==> config.mk <==
export PLATFORM = sky130hd
export DESIGN_NAME = beam_thresh_loader
export DESIGN_NICKNAME = d
export VERILOG_FILES = /design/src/rtl/beam_thresh_loader.sv
export SDC_FILE = /design/constraint.sdc
export NUM_CORES = 2
export LEC_CHECK = 0
export BUFFER_PORTS_ARGS = -buffer_cell sky130_fd_sc_hd__buf_4
export CAP_MARGIN = 20
export CORE_MARGIN = 5
export CORE_UTILIZATION = 30
export DETAILED_ROUTE_END_ITERATION = 10
export PLACE_DENSITY_LB_ADDON = 0.25
export SYNTH_ARGS = -nofsm -noshare
export SYNTH_HDL_FRONTEND = slang
export SYNTH_SLANG_ARGS = --single-unit
==> constraint.sdc <==
create_clock -name clk_i -period 4.6 [get_ports clk_i]
set_clock_uncertainty 0.15 [all_clocks]
set_input_delay 0.46 -clock clk_i [delete_from_list [all_inputs] [get_ports clk_i]]
set_output_delay 0.46 -clock clk_i [all_outputs]
set_load 0.03 [all_outputs]
==> src/rtl/beam_thresh_loader.sv <==
// Shadow threshold table (2 types x NBEAMS) streamed into the beamformer
// cascade chain on request, followed by a single commit pulse per type.
module beam_thresh_loader #(
  parameter int                     NBEAMS         = 48,
  parameter int                     THRESH_BITS    = 18,
  parameter logic [THRESH_BITS-1:0] DEFAULT_THRESH = 18'd4000,
  parameter int                     ADDR_BITS      = $clog2(NBEAMS)
) (
  input  logic                     clk_i,
  input  logic                     rst_i,
  input  logic [ADDR_BITS-1:0]     thr_addr_i,
  input  logic                     thr_sel_i,
  input  logic [THRESH_BITS-1:0]   thr_dat_i,
  input  logic                     thr_we_i,
  input  logic [1:0]               load_i,
  output logic                     busy_o,
  output logic                     done_o,
  output logic [2*THRESH_BITS-1:0] thresh_o,
  output logic [1:0]               thresh_wr_o,
  output logic [1:0]               thresh_update_o
);

  typedef enum logic [2:0] {IDLE, PRIME, SHIFT, UPDATE, DONE} state_t;

  state_t               state, state_nxt;
  logic [1:0]           mask, mask_nxt, pend, pend_nxt;
  logic [ADDR_BITS-1:0] cnt, cnt_nxt, rd_addr;

  logic                     busy_nxt, done_nxt;
  logic [1:0]               wr_nxt, upd_nxt;
  logic [2*THRESH_BITS-1:0] thresh_nxt;

  // Power-up content only; reset deliberately leaves the table alone.
  logic [1:0][THRESH_BITS-1:0] tbl [NBEAMS] = '{default: {2{DEFAULT_THRESH}}};

  always_ff @(posedge clk_i) begin
    if (thr_we_i && (int'(thr_addr_i) < NBEAMS))
      tbl[thr_addr_i][thr_sel_i] <= thr_dat_i;
  end

  always_ff @(posedge clk_i) begin
    if (rst_i) begin
      state <= IDLE;
      mask  <= '0;
      pend  <= '0;
      cnt   <= '0;
    end else begin
      state <= state_nxt;
      mask  <= mask_nxt;
      pend  <= pend_nxt;
      cnt   <= cnt_nxt;
    end
  end

  always_comb begin
    state_nxt = state;
    mask_nxt  = mask;
    pend_nxt  = pend | load_i;
    cnt_nxt   = cnt;
    case (state)
      IDLE: begin
        pend_nxt = pend;
        if (load_i != 2'b00) begin
          mask_nxt  = load_i;
          state_nxt = PRIME;
        end
      end
      PRIME: begin
        cnt_nxt   = ADDR_BITS'(NBEAMS - 1);
        state_nxt = SHIFT;
      end
      SHIFT: begin
        cnt_nxt = cnt - 1'b1;
        if (cnt == '0) state_nxt = UPDATE;
      end
      UPDATE: state_nxt = DONE;
      DONE: begin
        // A request arriving in this very cycle chains straight into the next pass.
        pend_nxt = '0;
        if ((pend | load_i) != 2'b00) begin
          mask_nxt  = pend | load_i;
          state_nxt = PRIME;
        end else begin
          state_nxt = IDLE;
        end
      end
      default: state_nxt = IDLE;
    endcase
  end

  // Outputs are decoded from the next state and registered, so the table
  // read issued in PRIME/SHIFT lands on thresh_o one cycle later.
  always_comb begin
    rd_addr    = (state == PRIME) ? ADDR_BITS'(NBEAMS - 1) : cnt - 1'b1;
    busy_nxt   = (state_nxt != IDLE);
    done_nxt   = (state_nxt == DONE);
    wr_nxt     = (state_nxt == SHIFT)  ? mask_nxt : 2'b00;
    upd_nxt    = (state_nxt == UPDATE) ? mask     : 2'b00;
    thresh_nxt = (state_nxt == SHIFT)  ? tbl[rd_addr] : '0;
  end

  always_ff @(posedge clk_i) begin
    if (rst_i) begin
      busy_o          <= 1'b0;
      done_o          <= 1'b0;
      thresh_wr_o     <= '0;
      thresh_update_o <= '0;
      thresh_o        <= '0;
    end else begin
      busy_o          <= busy_nxt;
      done_o          <= done_nxt;
      thresh_wr_o     <= wr_nxt;
      thresh_update_o <= upd_nxt;
      thresh_o        <= thresh_nxt;
    end
  end

endmodule

==> run metrics <==
status=completed; number of warnings reported in the yosys synthesis log=0; Via Count=43300; final RePlAce weighted congestion=0.853; Slew Viols, Final=0; global-route total usage across every layer=0.187; top library cells by usage in the layout, fill and taps aside=sky130_fd_sc_hd__edfxtp_1 (1728), sky130_fd_sc_hd__buf_4 (322), sky130_fd_sc_hd__mux2i_1 (285), sky130_fd_sc_hd__nand2_1 (250), sky130_fd_sc_hd__a21oi_1 (235); number of top-level pins=72; area delta synth->final=16.8%; post-synth net total=4542; Max stage delay on crit path=1.00 ns; fraction of layout instances using a drive strength above 1=0.180; fraction of the cycle the final worst path needs=0.963; Post-synth ARST share=0; post-synthesis instance area=0.0711 sq mm; final-layout setup total negative slack=0 ns; final hold violations=0; Crit. End Element=flip-flop; Setup Crit Path Kind=flip-flop to flip-flop; Die Outline Area=0.247 sq mm; clock buffer count from CTS=184; series of cell instances along the critical path=buf_4, nand2_2, buf_4, a211oi_1, o22ai_1, a211oi_1, buf_4, nand4_1; count of state elements after synthesis=1783; portion of the post-synthesis area used by sequential elements=0.746; fin util=0.353; Post-Syn Area per Cell=15.8 sq um; DRC marker count from the first detailed-route iteration=5254; half-perimeter wire length after placement=145 mm; leakage power of the design=26.7 nW; area of the placeable core=0.235 sq mm; CTS tree=done; type of element launching the critical path=flip-flop; Initial Util=0.302; count of standard-cell rows=178; Max-Cap Viols=0; library cell used as clock root buffer=sky130_fd_sc_hd__clkbuf_16; power per cell area=639 mW/mm^2; routed wire length per instance=29.5 microns; crit-path max FO=63; post-route minimum period=4.43 ns; unique cell type count in the Yosys netlist=87; clock slew at reported path FFs=0.06 ns; most common cell after layout, fill and taps aside=sky130_fd_sc_hd__edfxtp_1; Hold Slack=0.0381 ns; first-pass GRT wire length=330 mm; die height=497 microns; number of DRC violations after detailed routing=0; ys flop type=sky130_fd_sc_hd__edfxtp_1; worst hold-check path type=input port to flip-flop; router iterations before antenna repair=6; vias in the first global route=41000; largest net degree at the start of global routing=124; CP max-delay cell=sky130_fd_sc_hd__a211oi_1; Layout Cell Area excl Fill=0.0830 sq mm; number of antenna violations at the first check in global routing=16; CP Data Arrival Time=4.98 ns; gr ovfl total=0; maximum buffer depth of the clock tree=3; final WL=237 mm; number of enable-type register cells in the synthesized netlist=1728; most common cell type on the critical path=sky130_fd_sc_hd__buf_4; fmax=0.226 GHz; ANT nets after route=0; number of levels in the clock H-tree=4; slew at the pin closest to its max-slew limit=1.19 ns; ratio of routed vias to standard cells=5.39; clock insertion delay at the later pin of the skew report=0.84 ns; total number of clock tree sinks=1783; final net count=4754; setup repair after global routing missed its margin=no; worst voltage drop across the vdd grid=690 uV; worst-case headroom to the max-slew limit=0.183; endpoint required time on the critical path=5.15 ns; overall power after layout=0.0530 W; Port Buf Inserts=71; Post-DP Area=0.0767 sq mm; final setup fails=0; die width=497 microns; Cells after Synth=4510
registers in the layout, indices dropped and copies added, names as in the netlist, 2 cells and up:
signal / flops
thresh_o: 36
thresh_update_o: 2
mask: 2
pend: 2
tbl: 1728
thresh_wr_o: 2
state: 3
cnt: 6
where the power goes:
part | leakage, nW | internal (W) | switching [W]
registers | 16.0 | 0.0181 | 0.000484
logic | 7.69 | 0.00603 | 0.0133
clock network | 2.99 | 0.00874 | 0.00645
cells in the mapped netlist, drive strengths merged, types with 23 or more instances:
master / n / area share
mux2i: 285 / 0.040
a31oi: 85 / 0.0075
o22ai: 104 / 0.0092
o221ai: 67 / 0.0083
a211oi: 70 / 0.0074
inv: 68 / 0.0036
o21ai: 198 / 0.014
a221oi: 52 / 0.0064
nand2: 254 / 0.013
clkbuf: 153 / 0.0081
buf: 180 / 0.013
nor3: 67 / 0.0049
nand3: 71 / 0.0050
edfxtp: 1728 / 0.73
mux4: 72 / 0.023
dfxtp: 55 / 0.015
mux2: 65 / 0.010
a21oi: 237 / 0.017
o211ai: 44 / 0.0046
a2111oi: 23 / 0.0029
nand2b: 26 / 0.0023
a22oi: 38 / 0.0040
nor2: 259 / 0.014
repair_timing:
action                                  in CTS  in global routing
endpoints found under the hold margin      101                  0
hold buffers                                10                  0
buffers inserted                             0                  0
endpoints found under the setup margin       0                  1
gates resized for setup                      0                  1
layer usage:
metal | routed length [microns] | global-route usage
met1 | 103000 | 0.264
met2 | 110000 | 0.296
met4 | 7380 | 0.0573
met5 | 70 | 0
met3 | 17100 | 0.0337
cells by family after synthesis:
logic type | share of synthesized area
buffers and inverters | 0.0243
AOI/OAI and AO/OA | 0.105
muxes | 0.0733
DFF | 0.746
adders and majority gates | 0.000352
xor gates and xnor gates | 0.000493
and+or+nand+nor | 0.0503
final timing paths:
check,start,slack (ns),depth (start not counted),to
worst max-delay path,cnt[0],0.17,8,thresh_o[13]
worst min-delay path,thr_dat_i[12],0.04,1,tbl[16][12]
worst max register to register,cnt[0],0.17,8,thresh_o[13]
worst min register to register,mask[1],0.38,1,thresh_update_o[1]
layout make-up:
type | instances | area, sq um
inverter | 68 | 260
sequential | 1783 | 53000
multi-input combinational | 2326 | 16700
antenna | 7 | 17.5
clock buffer | 237 | 4880
fill | 22300 | 152000
clock inverter | 108 | 1250
timing repair buffer | 359 | 2980
tap | 3150 | 3940
through the flow:
| step | setup slack, ns | std cells |
|---|---|---|
| after floorplan | 0.656 | 4510 |
| after global placement | 0.0941 | 7670 |
| after detailed placement | 0.194 | 7673 |
| after CTS | 0.182 | 8028 |
| after global routing | 0.0469 | 8031 |
| final | 0.171 | 8038 |
worst max-delay path, delay by kind of cell (launching register included):
kind,cells,cell delay (ns)
buf+inv,3,1.36
simple gates,2,0.75
compound gates,3,1.56
flops,1,0.45
Note: power is estimated with default switching activity, not from simulation.
